`src/rtl/spi_arb_pkg.sv`:
```
// Shared types and constants for the two-requester SPI command arbiter.
package spi_arb_pkg;

    localparam int unsigned NUM_REQ = 2;
    localparam int unsigned CMD_W   = 16;

    typedef logic [CMD_W-1:0] cmd_t;

    // Read data returned when a transaction is aborted by the timeout.
    localparam cmd_t TIMEOUT_FILL = 16'hFFFF;

    typedef enum logic [1:0] {
        IDLE = 2'd0,
        BUSY = 2'd1,
        DONE = 2'd2
    } state_t;

    // Round-robin pick: on a tie the rr pointer decides, otherwise the lone pending slot wins.
    function automatic logic pick_grant(input logic [NUM_REQ-1:0] pend, input logic rr);
        if (pend[0] && pend[1]) begin
            return rr;
        end
        return pend[1] && !pend[0];
    endfunction

endpackage

```
`src/rtl/spi_arb_if.sv`:
```
// Requester and SPI-monarch signal bundle for spi_arb; slave is the arbiter side.
interface spi_arb_if;
    import spi_arb_pkg::*;

    logic req0;
    logic req1;
    cmd_t cmd0;
    cmd_t cmd1;
    logic busy0;
    logic busy1;
    logic done0;
    logic done1;
    cmd_t rd_data;
    logic spi_wrt;
    cmd_t spi_cmd;
    logic spi_done;
    cmd_t spi_rd_data;
    logic err;

    modport slave (
        input  req0, req1, cmd0, cmd1, spi_done, spi_rd_data,
        output busy0, busy1, done0, done1, rd_data, spi_wrt, spi_cmd, err
    );

    modport master (
        output req0, req1, cmd0, cmd1, spi_done, spi_rd_data,
        input  busy0, busy1, done0, done1, rd_data, spi_wrt, spi_cmd, err
    );

endinterface

```
`src/rtl/spi_arb_slot.sv`:
```
// One-deep request slot: a request loads only into an empty slot, the arbiter clears it on grant.
module spi_arb_slot
    import spi_arb_pkg::*;
(
    input  logic clk,
    input  logic rst,
    input  logic req,
    input  cmd_t cmd,
    input  logic clr,
    output logic pend,
    output cmd_t cmd_q
);

    // Load and clear never coincide: clr only arrives while pend is set, which blocks a load.
    always_ff @(posedge clk or posedge rst) begin
        if (rst) begin
            pend  <= 1'b0;
            cmd_q <= '0;
        end else if (req && !pend) begin
            pend  <= 1'b1;
            cmd_q <= cmd;
        end else if (clr) begin
            pend  <= 1'b0;
        end
    end

endmodule

```
`src/rtl/spi_arb.sv`:
```
// Round-robin arbiter sharing one SPI monarch between two requesters.
// Optional BUSY timeout is enabled by defining SPI_ARB_TIMEOUT_EN.
module spi_arb
    import spi_arb_pkg::*;
#(
    parameter int unsigned TIMEOUT_CYCLES = 4095
) (
    input  logic     clk,
    input  logic     rst,
    spi_arb_if.slave bus
);

    state_t               state_q, state_d;
    logic                 gnt_q, gnt_d;
    logic                 rr_q, rr_d;
    logic                 spi_wrt_q, spi_wrt_d;
    cmd_t                 spi_cmd_q, spi_cmd_d;
    cmd_t                 rd_data_q, rd_data_d;
    logic [NUM_REQ-1:0]   done_q, done_d;
    logic                 err_q, err_d;
    logic [NUM_REQ-1:0]   pend;
    logic [NUM_REQ-1:0]   clr;
    cmd_t                 slot_cmd0, slot_cmd1;
    logic                 grant_c;
    logic                 timeout_c;
    logic                 in_flight_c;

    spi_arb_slot u_slot0 (
        .clk   (clk),
        .rst   (rst),
        .req   (bus.req0),
        .cmd   (bus.cmd0),
        .clr   (clr[0]),
        .pend  (pend[0]),
        .cmd_q (slot_cmd0)
    );

    spi_arb_slot u_slot1 (
        .clk   (clk),
        .rst   (rst),
        .req   (bus.req1),
        .cmd   (bus.cmd1),
        .clr   (clr[1]),
        .pend  (pend[1]),
        .cmd_q (slot_cmd1)
    );

`ifdef SPI_ARB_TIMEOUT_EN
    localparam int unsigned CNT_W = $clog2(TIMEOUT_CYCLES + 1);

    logic [CNT_W-1:0] cnt_q;

    // Counts BUSY cycles; zero whenever BUSY is not active, so it starts clean on entry.
    always_ff @(posedge clk or posedge rst) begin
        if (rst) begin
            cnt_q <= '0;
        end else if (state_q == BUSY) begin
            cnt_q <= cnt_q + CNT_W'(1);
        end else begin
            cnt_q <= '0;
        end
    end

    assign timeout_c = (state_q == BUSY) && (cnt_q == CNT_W'(TIMEOUT_CYCLES - 1));
`else
    logic unused_timeout;

    assign timeout_c      = 1'b0;
    assign unused_timeout = ^TIMEOUT_CYCLES;
`endif

    assign grant_c = pick_grant(pend, rr_q);

    always_ff @(posedge clk or posedge rst) begin
        if (rst) begin
            state_q   <= IDLE;
            gnt_q     <= 1'b0;
            rr_q      <= 1'b0;
            spi_wrt_q <= 1'b0;
            spi_cmd_q <= '0;
            rd_data_q <= '0;
            done_q    <= '0;
            err_q     <= 1'b0;
        end else begin
            state_q   <= state_d;
            gnt_q     <= gnt_d;
            rr_q      <= rr_d;
            spi_wrt_q <= spi_wrt_d;
            spi_cmd_q <= spi_cmd_d;
            rd_data_q <= rd_data_d;
            done_q    <= done_d;
            err_q     <= err_d;
        end
    end

    // Next-state and registered-output logic; spi_done wins over a same-cycle timeout.
    always_comb begin
        state_d   = state_q;
        gnt_d     = gnt_q;
        rr_d      = rr_q;
        spi_wrt_d = 1'b0;
        spi_cmd_d = spi_cmd_q;
        rd_data_d = rd_data_q;
        done_d    = '0;
        err_d     = 1'b0;
        clr       = '0;

        unique case (state_q)
            IDLE: begin
                if (|pend) begin
                    gnt_d          = grant_c;
                    rr_d           = !grant_c;
                    spi_wrt_d      = 1'b1;
                    spi_cmd_d      = grant_c ? slot_cmd1 : slot_cmd0;
                    clr[grant_c]   = 1'b1;
                    state_d        = BUSY;
                end
            end
            BUSY: begin
                if (bus.spi_done || timeout_c) begin
                    rd_data_d      = bus.spi_done ? bus.spi_rd_data : TIMEOUT_FILL;
                    err_d          = !bus.spi_done;
                    done_d[gnt_q]  = 1'b1;
                    spi_cmd_d      = '0;
                    state_d        = DONE;
                end
            end
            DONE: begin
                state_d = IDLE;
            end
            default: begin
                state_d = IDLE;
            end
        endcase
    end

    assign in_flight_c = (state_q == BUSY);

    assign bus.busy0   = pend[0] | (in_flight_c & ~gnt_q);
    assign bus.busy1   = pend[1] | (in_flight_c & gnt_q);
    assign bus.done0   = done_q[0];
    assign bus.done1   = done_q[1];
    assign bus.rd_data = rd_data_q;
    assign bus.spi_wrt = spi_wrt_q;
    assign bus.spi_cmd = spi_cmd_q;
    assign bus.err     = err_q;

endmodule

```
`src/flat_wrapper.sv`:
```
// flat-port wrapper written by rule: the top's interface ports become plain ports
module spi_arb_flat import spi_arb_pkg::*;
#(
    parameter int unsigned TIMEOUT_CYCLES = 4095
)
  (clk, rst, bus_req0, bus_req1, bus_cmd0, bus_cmd1, bus_spi_done, bus_spi_rd_data, bus_busy0, bus_busy1, bus_done0, bus_done1, bus_rd_data, bus_spi_wrt, bus_spi_cmd, bus_err);
  spi_arb_if bus_i ();
  input  logic clk;
  input  logic rst;
  input wire logic [$bits(bus_i.req0)-1:0] bus_req0;
  input wire logic [$bits(bus_i.req1)-1:0] bus_req1;
  input wire logic [$bits(bus_i.cmd0)-1:0] bus_cmd0;
  input wire logic [$bits(bus_i.cmd1)-1:0] bus_cmd1;
  input wire logic [$bits(bus_i.spi_done)-1:0] bus_spi_done;
  input wire logic [$bits(bus_i.spi_rd_data)-1:0] bus_spi_rd_data;
  output wire logic [$bits(bus_i.busy0)-1:0] bus_busy0;
  output wire logic [$bits(bus_i.busy1)-1:0] bus_busy1;
  output wire logic [$bits(bus_i.done0)-1:0] bus_done0;
  output wire logic [$bits(bus_i.done1)-1:0] bus_done1;
  output wire logic [$bits(bus_i.rd_data)-1:0] bus_rd_data;
  output wire logic [$bits(bus_i.spi_wrt)-1:0] bus_spi_wrt;
  output wire logic [$bits(bus_i.spi_cmd)-1:0] bus_spi_cmd;
  output wire logic [$bits(bus_i.err)-1:0] bus_err;
  assign bus_i.req0 = bus_req0;
  assign bus_i.req1 = bus_req1;
  assign bus_i.cmd0 = bus_cmd0;
  assign bus_i.cmd1 = bus_cmd1;
  assign bus_i.spi_done = bus_spi_done;
  assign bus_i.spi_rd_data = bus_spi_rd_data;
  assign bus_busy0 = bus_i.busy0;
  assign bus_busy1 = bus_i.busy1;
  assign bus_done0 = bus_i.done0;
  assign bus_done1 = bus_i.done1;
  assign bus_rd_data = bus_i.rd_data;
  assign bus_spi_wrt = bus_i.spi_wrt;
  assign bus_spi_cmd = bus_i.spi_cmd;
  assign bus_err = bus_i.err;
  spi_arb #(.TIMEOUT_CYCLES(TIMEOUT_CYCLES)) u_core (.clk(clk), .rst(rst), .bus(bus_i));
endmodule
```
`config.mk`:
```
export PLATFORM = sky130hd
export DESIGN_NAME = spi_arb_flat
export DESIGN_NICKNAME = d
export VERILOG_FILES = /design/src/rtl/spi_arb_pkg.sv /design/src/rtl/spi_arb_if.sv /design/src/rtl/spi_arb_slot.sv /design/src/rtl/spi_arb.sv /design/src/flat_wrapper.sv
export SDC_FILE = /design/constraint.sdc
export NUM_CORES = 1
export LEC_CHECK = 0
export BUFFER_PORTS_ARGS = -buffer_cell sky130_fd_sc_hd__buf_2
export CORE_MARGIN = 10
export CORE_UTILIZATION = 56
export DETAILED_ROUTE_END_ITERATION = 10
export MAX_ROUTING_LAYER = met4
export PLACE_DENSITY = 0.85
export SKIP_CTS_REPAIR_TIMING = 1
export SLEW_MARGIN = 20
export SYNTH_ARGS = -nofsm -noshare
export SYNTH_HDL_FRONTEND = slang
export SYNTH_HIERARCHICAL = 1
export SYNTH_SLANG_ARGS = --single-unit
```
`constraint.sdc`:
```
create_clock -name clk -period 2.34 [get_ports clk]
set_input_delay 0 -clock clk [delete_from_list [all_inputs] [get_ports clk]]
set_output_delay 0 -clock clk [all_outputs]
set_load 0.02 [all_outputs]
```
# [Word-level counts from Yosys, hierarchy flattened]
# Index checks and enable logic that the tools add are counted.
[totals] reg_bits=74 latchBits=0 ram_bits=0 mem_bits_ro=0 inputBits=53 out_inout_bits=38 memories=0
[op_classes] add_sub_neg=0 multipliers=0 n_div=0 order_cmp=4 eq_ne=3 shifts=0 n_mux=26 n_bitwise=5 n_reduce_logical=19
[op_table] operator="$mux W16" n=3
[op_table] operator="$pmux W16 S2" n=1
[op_table] operator="$mux W1" n=13
[op_table] operator="$mux W2" n=6
[op_table] operator="$logic_and A1 B1 Y1" n=6
[op_table] operator="$reduce_and A2 Y1" n=3
[op_table] operator="$reduce_bool A2 Y1" n=3
[op_table] operator="$logic_not A1 Y1" n=4
[op_table] operator="$lt A1 B2 Y1 const B" n=2
[op_table] operator="$pmux W2 S2" n=1
[op_table] operator="$reduce_and A3 Y1" n=1
[op_table] operator="$and A1 B1 Y1" n=2
[op_table] operator="$demux W1 S1" n=2
[op_table] operator="$eq A2 B1 Y1 const B" n=1
[op_table] operator="$ge A1 B1 Y1 const B" n=2
[op_table] operator="$logic_not A2 Y1" n=1
[op_table] operator="$ne A2 B1 Y1 const B" n=1
[op_table] operator="$ne A2 B2 Y1 const B" n=1
[op_table] operator="$or A1 B1 Y1" n=2
[op_table] operator="$reduce_or A2 Y1" n=1
[op_table] operator="$not A1 Y1" n=1

# [Longest topological paths before layout]
# Gate-level depths: netlist (run 1).
[logic_depth] ltp_word=11 mapped_depth=7 mapped_depth_nobuf=4

# [Hierarchy]
# The synthesis (run 1) kept the hierarchy.
[by_module_without_submodules] module="spi_arb" instances=1 cells_per_inst=156 area_each_um2=1884.3
[by_module_without_submodules] module="spi_arb_slot" instances=2 cells_per_inst=39 area_each_um2=695.7

# [Worst setup path after synthesis (run 1)]
# Ideal clock, no wire load.
[synth_path] kind="reg2reg" startpoint="register u_core.u_slot1.pend" endpoint="register u_core.spi_cmd_q[7] (netlist: u_core/bus.spi_cmd[7])" setup_ns=0.132 t_arrival_ns=1.228 t_required_ns=2.208 setup_slack_ns=0.980 path_stages_with_launch=7 synth_period_minus_slack_ns=1.360 path_cell_list="dfrtp_1 -> buf_6 -> or2_1 -> buf_6 -> buf_6 -> a22oi_2 -> a31oi_2"
[synth_between] elab_chain_cells=6 word_cells_on_any_way=10 classes_between="1 x eq/ne; 5 x mux; 4 x reduce/logical"
[synth_rtl] item="from (decl)" line="spi_arb_slot.sv:10" source="output logic pend,"
[synth_rtl] item="from (signal assigned)" line="spi_arb_slot.sv:17" source="pend <= 1'b0;"
[synth_rtl] item="from (signal assigned)" line="spi_arb_slot.sv:20" source="pend <= 1'b1;"
[synth_rtl] item="from (signal assigned)" line="spi_arb_slot.sv:23" source="pend <= 1'b0;"
[synth_rtl] item="$logic_and A1 B1 Y1" line="spi_arb_pkg.sv:20" source="if (pend[0] && pend[1]) begin"
[synth_rtl] item="$mux W1" line="spi_arb_pkg.sv:20"
[synth_rtl] item="$mux W1" line="spi_arb_pkg.sv:23" source="return pend[1] && !pend[0];"
[synth_rtl] item="$mux W16" line="spi_arb.sv:114" source="spi_cmd_d = grant_c ? slot_cmd1 : slot_cmd0;"
[synth_rtl] item="$mux W16" line="spi_arb.sv:110" source="if (|pend) begin"
[synth_rtl] item="$pmux W16 S2" line="spi_arb.sv:108" source="unique case (state_q)"
[synth_rtl] item="to (signal assigned)" line="spi_arb.sv:89" source="spi_cmd_q <= spi_cmd_d;"
[synth_rtl] item="to (decl)" line="spi_arb.sv:17" source="cmd_t spi_cmd_q, spi_cmd_d;"
# Parallel ways exist; a longest one is shown, timed or not. The select of a mux whose other input is x is not followed.
# A chain may end at the register's enable or synchronous reset.

# [Final worst setup path (run 1)]
[layout_path] startpoint="register u_core.u_slot1.pend" endpoint="output bus_busy1"
[layout_between] elab_chain_cells=1
[layout_rtl] item="$or A1 B1 Y1" line="spi_arb.sv:140" source="assign bus.busy1 = pend[1] | (in_flight_c & gnt_q);"
[layout_rtl] item="to (decl)" line="flat_wrapper.sv:17" source="output wire logic [$bits(bus_i.busy1)-1:0] bus_busy1;"
# No other way between the ends.

==> reports/metrics.csv, run 1 <==
metric,value,unit
status,"complete, no violations",
Mapped Nets,287,
"Arr. time, crit path",1.82,ns
first-pass GRT wire length,11400,um
WS Path Type,flip-flop to output pin,
Net Sw Power,0.00238,W
Synth Flop Type,dfrtp_1,
Root Buffer,clkbuf_8,
min cycle time layout,1.82,ns
Pre-antenna DRT Iters,4,
unrepaired setup endpoints after global routing,false,
Clock H-tree levels,3,
ANT cells,0,
CORE AREA,5610,um^2
worst slew pin tran,0.850,ns
nets,428,
largest net degree at the start of global routing,24,
worst min-delay path class,input port to async pin,
initial antenna violation count,0,
reg2reg start,u_core/state_q[1],
die height,96.5,um
total wire length,8500,um
Synth top cells by count,"dfrtp_1, mux2_4, o21ai_0",
vias in the first global route,2334,
top-count cell post-synth,dfrtp_1,
CP startpoint kind,flip-flop,
Post-synth EDFFs,0,
setup TNS,0,ns
Vias,2463,
fin worst setup slack,0.521,ns
DR vias/cell,5.45,
"FF+latch count, synth",73,
P_leak,2.07,nW
"Req. time, crit path",2.34,ns
syn avg cell area,14.0,um^2
"Reg clk slew, reported paths",0.08,ns
Hold Fails Final Rpt,0,
post-synthesis sequential area ratio,55.8,%
First DRT Iteration DRCs,187,
Critical Path Source,u_core/u_slot1/pend,
Yosys Warn Count,6,
Cell Rows,27,
asr flop ratio synth,100,%
pre-CTS WS,0.602,ns
Power Density,1380,nW/um^2
total global-route track usage,16.5,%
post-DR wirelength/cell,18.8,um
max-cap violations,0,
routability cong.,0.767,
Rel. slew slack,43.3,%
Setup-failing EPs final,0,
Clock Latency Late Sink,0.34,ns
clock sink count,73,
area grow syn2layout,36.1,%
Peak VDD IR,735,uV
logic gate share of total power,44.8,%
share of the synthesized area in the top cell type,55.8,%
Post-Syn Instances,234,
grt ovf,0,
DRC Markers,0,
fmax,0.550,GHz
IO Pins,91,
Die W,96.5,um
IO Port Bufs,89,
DIE AREA,9310,um^2
Yosys cell types,30,
CTS tree,yes,
Initial Util,58.4,%
Worst Skew,0.00809,ns
CTS max path bufs,2,
CP Max Fanout,17,
cts bufs inserted,9,
Clk pwr share,17.4,%
Synth area leaders,"dfrtp_1, mux2_4, mux2_2",
fin. max-slew vios,0,
Sw Share,38.7,%
post-route ant nets,0,
Crit. End Element,output pin,
synthesized area,3280,um^2
post-DP HPWL,5580,um
Power Internal,0.00377,W
cell taking the most area after synthesis,dfrtp_1,
flop2flop setup slack,0.64,ns
share of total power in sequential cells,37.8,%
fin crit share,77.7,%
layout cells sized above 1,45.0,%
-- worst max-delay path, stage by stage (launching register included) --
cell	delay, ns
dfrtp_1	0.52
buf_4	0.24
inv_1	0.37
o21ai_0	0.15
buf_2	0.19
-- per-stage QoR --
step	hold slack (ns)	instances	total power (W)	util (%)	instance area, um^2
3_3_place_gp	0.136	384	0.00489	66.3	3720
5_1_grt	0.388	452	0.00651	79.5	4460
6_report	0.335	452	0.00615	79.5	4460
4_1_cts	-0.234	400	0.00609	70.2	3940
2_1_floorplan	-0.0739	234	0.00431	-	3280
3_5_place_dp	0.141	384	0.00500	66.3	3720
-- cell families (layout without fill, tap and decap cells) --
group | Yosys count | count (layout) | synth area share, %
other | 1 | 1 | 0.114
AO/OA/AOI/OAI | 56 | 56 | 13.6
buffers and inverters | 26 | 172 | 5.88
AND/OR/NAND/NOR | 30 | 30 | 5.81
flip-flops | 73 | 73 | 55.8
multiplexers | 48 | 48 | 18.8
-- power by group through the flow --
stage	combinational (W)	clock [W]	sequential, W
6_report	0.00276	0.00107	0.00232
5_1_grt	0.00296	0.00115	0.00240
4_1_cts	0.00268	0.00110	0.00231
3_5_place_dp	0.00268	0	0.00232
3_3_place_gp	0.00259	0	0.00229
2_1_floorplan	0.00171	0	0.00260
-- area by class of cell --
cell class | instances | area [um^2]
multi-input combinational | 135 | 1260
clock buffer | 11 | 141
tap | 72 | 90.1
sequential | 73 | 1830
clock inverter | 5 | 78.8
inverter | 8 | 35.0
timing repair buffer | 148 | 1030
fill | 346 | 1150
-- routing by layer --
| layer | GRT usage, % | share of wire, % |
|---|---|---|
| met5 | - | 0 |
| met3 | 4.01 | 7.9 |
| met2 | 23.7 | 52 |
| met4 | 8.23 | 1.1 |
| met1 | 21.2 | 39 |
-- cell usage in the layout, fill, tap and decap left out, types with 2 or more instances in the layout --
master and count:
a21oi_1 3, a22oi_1 7, a22oi_2 9, a31oi_1 7
a31oi_2 9, buf_2 89, buf_4 6, bufinv_16 2
clkbuf_8 10, clkinv_2 2, dfrtp_1 73, dlygate4sd3_1 52
inv_1 7, mux2_1 12, mux2_2 16, mux2_4 20
nand2b_1 2, nand3_1 17, nor2_1 3, nor2b_2 2
o21ai_0 19
-- worst paths after layout --
path,to,cells past startpoint
worst max register to register,u_core/bus.spi_cmd[14],4
max in group asynchronous,u_core/bus.rd_data[10],4
worst min-delay path,u_core/u_slot1/cmd_q[7],3
worst min register to register,u_core/done_q[0],1
min in group clk,u_core/bus.rd_data[14],3
worst max-delay path,bus_busy1,4
-- state kept, by name, summed over array words and instances (netlist names) --
name                  flops
u_core/bus.rd_data       16
u_core/bus.spi_cmd       16
u_core/bus.spi_wrt        1
u_core/done_q             2
u_core/gnt_q              1
u_core/rr_q               1
u_core/state_q            2
u_core/u_slot0/cmd_q     16
u_core/u_slot0/pend       1
u_core/u_slot1/cmd_q     16
u_core/u_slot1/pend       1
(Power assumes the default switching activity.)
==> run 2: changes to the inputs <==
ABC_AREA = 1   (was default)
CORE_UTILIZATION = 52   (was 56)
PLACE_DENSITY = 0.79   (was 0.85)
clock period = 1.8 ns   (was 2.34 ns; I/O delays follow)
==> reports/metrics.csv, run 2 <==
metric,value,unit
status,"complete, no violations",
Synth top cells by count,"nand2_1, nand3_1, dfrtp_1",
post-route ant nets,0,
register area,1830,um^2
worst-path cell chain,nand2_2 > nand2_4 > nand2_1 > inv_1 > o21ai_0,
post-synthesis sequential area ratio,55.3,%
Clock H-tree levels,3,
"commonest non-fill, non-tap cells in the layout","nand2_1, buf_2, nand3_1",
area grow syn2layout,33.8,%
Crit. End Element,flip-flop,
largest net degree at the start of global routing,34,
P_leak,2.49,nW
Yosys Warn Count,6,
Die W,99.7,um
Post-synth EDFFs,0,
Net Sw Power,0.00331,W
cell taking the most area after synthesis,dfrtp_1,
"FF+latch count, synth",73,
grt ovf,0,
clock sink count,73,
fin. max-slew vios,0,
hold_ws,0.0807,ns
"Reg clk slew, reported paths",0.07,ns
First DRT Iteration DRCs,121,
Post-Syn Instances,384,
synthesized area,3300,um^2
DIE AREA,9940,um^2
routability cong.,0.810,
"Req. time, crit path",2.03,ns
die height,99.7,um
max-cap violations,0,
CTS max path bufs,2,
CORE AREA,6060,um^2
Sw Share,43.6,%
Power Internal,0.00428,W
Final Cell Area,4420,um^2
CP Max Fanout,19,
Clock Latency Late Sink,0.34,ns
footprint of the multi-input gates,1150,um^2
flop2flop setup slack,0.38,ns
total global-route track usage,16.8,%
"Arr. time, crit path",1.65,ns
worst min-delay path endpoint,u_core/u_slot0/cmd_q[7],
fmax,0.703,GHz
Rel. slew slack,56.2,%
share of the synthesized area in the top cell type,55.3,%
Root Buffer,clkbuf_8,
Worst Skew,0.00513,ns
hold path startpoint,bus_req0,
Hold Fails Final Rpt,0,
Power Density,1720,nW/um^2
ANT cells,0,
"most common cell after layout, fill and taps aside",nand2_1,
Buf/Inv on CP,1,
filler cell count in the final layout,472,
reg2reg path depth,5,
Pre-antenna DRT Iters,4,
Vias,2990,
unrepaired setup endpoints after global routing,false,
asr flop ratio synth,100,%
CTS tree,yes,
syn avg cell area,8.61,um^2
fin crit share,79.1,%
Setup-failing EPs final,0,
Synth area leaders,"dfrtp_1, nand2_1, nand3_1",
CP max stage delay,0.54,ns
share of total power in sequential cells,37.6,%
reg2reg start,u_core/u_slot0/pend,
worst min-delay path class,input port to flip-flop,
initial antenna violation count,0,
nets,572,
logic gate share of total power,44.4,%
Clk pwr share,17.9,%
DP Area,3710,um^2
cts bufs inserted,9,
Initial Util,54.5,%
layout cells sized above 1,24.2,%
Critical Path Slowest Stage Cell,dfrtp_1,
CP startpoint kind,flip-flop,
Worst R2R End,u_core/u_slot0/pend,
DR vias/cell,4.99,
Mapped Nets,437,
worst slew pin tran,0.656,ns
IO Pins,91,
min cycle time layout,1.42,ns
IO Port Bufs,89,
Synth Flop Type,dfrtp_1,
top-count cell post-synth,nand2_1,
WHS Path Cells,3,
DRC Markers,0,
post-DP HPWL,5950,um
post-DR wirelength/cell,14.8,um
Peak VDD IR,961,uV
total wire length,8860,um
first-pass GRT wire length,13200,um
WS Path Type,flip-flop to flip-flop,
vias in the first global route,2837,
"CP delay by family, top",simple AND/OR/NAND/NOR gates,
setup TNS,0,ns
Yosys cell types,22,
Cell Rows,28,
==> run 2: changes by cell type after synthesis, moves of 7 or more <==
cell	before	now
inv_1	7	40
o21ai_0	19	4
nand3_1	17	80
mux2_4	20	0
a31oi_1	7	0
a22oi_1	7	0
nand2_1	0	141
a22oi_2	9	0
nand2_2	0	9
a31oi_2	9	0
mux2_1	12	0
mux2_2	16	0
==> run 2: per-layer routing <==
layer	vias to the layer above	track usage, %	routed length (um)	share of wire [%]
li1	1460	-	-	-
met1	1429	19.4	3640	41
met2	92	27.2	4520	51
met3	9	4.29	596	6.7
met4	0	7.06	102	1.2
met5	-	-	0	0
==> run 2: kinds of logic (layout without fill, tap and decap cells) <==
family	Yosys count	count (layout)	synth area share [%]
AOI/OAI and AO/OA	8	8	1.70
DFF	73	73	55.3
other	1	1	0.113
buffers and inverters	62	202	9.96
and+or+nand+nor	240	240	32.9
==> run 2: how the worst max path moves through the flow <==
stage,from,endpoint,slack (ns),cells after the start
finish,u_core/u_slot0/pend,u_core/u_slot0/pend,0.38,5
global route,u_core/u_slot0/pend,u_core/u_slot0/pend,0.26,5
CTS,u_core/u_slot0/pend,u_core/u_slot0/pend,0.39,5
detailed placement,u_core/u_slot0/pend,u_core/u_slot0/pend,0.40,5
global placement,u_core/u_slot0/pend,u_core/u_slot0/pend,0.49,5
floorplan,u_core/u_slot0/pend,u_core/u_slot0/pend,0.62,6
==> run 2: final cells by class <==
| cell class | count | share of cell area, % |
|---|---|---|
| Multi-Input combinational cell | 249 | 26.0 |
| Sequential cell | 73 | 41.3 |
| Tap cell | 75 | 2.12 |
| Timing Repair Buffer | 143 | 22.1 |
| Clock buffer | 9 | 2.80 |
| Clock inverter | 7 | 1.92 |
| Inverter | 43 | 3.76 |
==> run 2: power by group through the flow <==
| stage | combinational, W | sequential [W] | clock (W) |
|---|---|---|---|
| finish | 0.00337 | 0.00286 | 0.00136 |
| global route | 0.00376 | 0.00295 | 0.00144 |
| detailed placement | 0.00328 | 0.00288 | 0 |
| CTS | 0.00329 | 0.00286 | 0.00138 |
| global placement | 0.00317 | 0.00283 | 0 |
| floorplan | 0.00207 | 0.00322 | 0 |
==> run 2: worst register-to-register path: cells and delay by family, from the launching register on <==
family | cells | cell delay (ns)
compound gates | 1 | 0.07
buf+inv | 1 | 0.06
simple gates | 3 | 0.64
flops | 1 | 0.54
==> run 2: metrics by stage <==
step / instances / setup WS, ns / power, W / util [%]
finish: 599 / 0.377 / 0.00759 / 72.9
global route: 599 / 0.261 / 0.00815 / 72.9
CTS: 549 / 0.387 / 0.00753 / 64.7
detailed placement: 533 / 0.398 / 0.00616 / 61.2
global placement: 533 / 0.489 / 0.00600 / 61.2
floorplan: 384 / 0.620 / 0.00529 / -
==> run 3: changes to the inputs <==
CORE_UTILIZATION = 47   (was 52)
PLACE_DENSITY = 0.76   (was 0.79)
clock period = 1.2 ns   (was 1.8 ns; I/O delays follow)
==> reports/metrics.csv, run 3 (synthesized netlist as in run 2, its figures left out) <==
metric,value,unit
status,finished with violations,
failing checks,setup timing,
DR vias/cell,4.96,
die height,104,um
IO Pins,91,
Setup-failing EPs final,10,
worst slew pin tran,0.696,ns
Peak VDD IR,1230,uV
fin. max-slew vios,0,
Vias,3169,
placed insts,564,
Clock Latency Late Sink,0.34,ns
Pre-antenna DRT Iters,5,
non-filler instance count after layout,639,
ANT cells,0,
Cell Rows,30,
worst min-delay path class,input port to flip-flop,
Hold Fails Final Rpt,0,
setup TNS,-0.142,ns
Initial Util,48.4,%
IO Port Bufs,89,
CP startpoint kind,flip-flop,
Power Density,2620,nW/um^2
CP max stage delay,0.39,ns
DIE AREA,10800,um^2
fmax,0.804,GHz
Net Sw Power,0.00552,W
Clock H-tree levels,3,
Die W,104,um
CTS max path bufs,2,
fin worst setup slack,-0.0443,ns
largest net degree at the start of global routing,40,
Power Internal,0.00694,W
DRC Markers,0,
first-pass GRT wire length,13400,um
min cycle time layout,1.24,ns
filler cell count in the final layout,513,
area grow syn2layout,43.8,%
Sw Share,44.3,%
CORE AREA,6830,um^2
post-DP HPWL,6140,um
"Reg clk slew, reported paths",0.08,ns
share of total power in sequential cells,34.9,%
"commonest non-fill, non-tap cells in the layout","nand2_1, buf_2, nand3_1, dfrtp_1, dlygate4sd3_1",
fin crit share,104,%
"most common cell after layout, fill and taps aside",nand2_1,
clock sink count,73,
post-DR wirelength/cell,15.2,um
total wire length,9740,um
register area,1830,um^2
grt ovf,0,
"Req. time, crit path",1.20,ns
worst-path cell chain,inv_2 > nand2_4 > o21bai_1 > buf_4,
total global-route track usage,15.3,%
nets,591,
WS Path Type,flip-flop to output pin,
Rel. slew slack,53.6,%
CTS tree,yes,
vias in the first global route,2858,
CP Max Fanout,4,
Clk pwr share,13.9,%
unrepaired setup endpoints after global routing,true,
P_leak,2.61,nW
Critical Path Slowest Stage Cell,dfrtp_1,
Worst Skew,0.00781,ns
"Arr. time, crit path",1.24,ns
First DRT Iteration DRCs,195,
max-cap violations,0,
cts bufs inserted,9,
logic gate share of total power,51.2,%
Buf/Inv on CP,2,
"CP delay by family, top",flip-flops,
post-route ant nets,0,
footprint of the multi-input gates,1270,um^2
initial antenna violation count,0,
Layout Utilization,69.6,%
Root Buffer,clkbuf_8,
layout cells sized above 1,30.8,%
routability cong.,0.876,
Crit. End Element,output pin,
## run 3: changes by cell type in the layout (fill, tap and decap cells not counted), sizes merged
cell / change
buf: +17
clkbuf: +3
bufinv: -2
clkinv: -2
clkinvlp: +2
nor2: +1
## run 3: final cells by class
type	count	share of cell area (%)
clock buffer	11	3.19
clock inverter	5	0.632
inverter	43	3.50
multi-input combinational	250	26.8
sequential	73	38.5
tap	96	2.53
timing repair buffer	161	24.9
## run 3: metal layers
metal  share of wire [%]  GRT usage, %
met1                  42          19.3
met2                  51          23.3
met3                 6.1          4.34
met4                0.96          4.87
met5                   0             -
## run 3: worst register-to-register path: stages, from the launching register on
cell	delay, ns
dfrtp_1	0.39
inv_2	0.11
buf_6	0.12
nand2_8	0.06
nor2_8	0.18
clkbuf_16	0.18
nand3_2	0.05
nand2_1	0.07
## run 3: per-stage QoR
step | hold slack (ns) | setup slack, ns | area [um^2] | total power (W)
floorplan | -0.0739 | 0.0196 | 3300 | 0.00794
global placement | 0.135 | 0.0248 | 3840 | 0.00945
detailed placement | 0.138 | -0.0306 | 3840 | 0.00963
CTS | -0.234 | -0.111 | 4020 | 0.0114
global route | 0.0900 | -0.118 | 4750 | 0.0133
finish | 0.0772 | -0.0443 | 4750 | 0.0125
## run 3: power by group through the flow
stage	clock (W)	sequential, W	combinational (W)
floorplan	0	0.00483	0.00311
global placement	0	0.00424	0.00521
detailed placement	0	0.00431	0.00533
CTS	0.00178	0.00427	0.00535
global route	0.00190	0.00447	0.00696
finish	0.00173	0.00435	0.00638
## run 3: final timing paths
kind / startpoint / to / slack, ns / depth (start not counted)
setup / recovery: u_core/state_q[1] / bus_busy1 / -0.04 / 4
hold / removal: bus_req1 / u_core/u_slot1/cmd_q[7] / 0.08 / 3
setup reg to reg: u_core/state_q[1] / u_core/bus.spi_cmd[6] / -0.02 / 7
hold reg to reg: u_core/u_slot1/cmd_q[13] / u_core/u_slot1/cmd_q[13] / 0.47 / 2
max in group asynchronous: rst / u_core/u_slot0/pend / 0.35 / 3
min in group asynchronous: rst / u_core/u_slot1/cmd_q[4] / 0.34 / 3
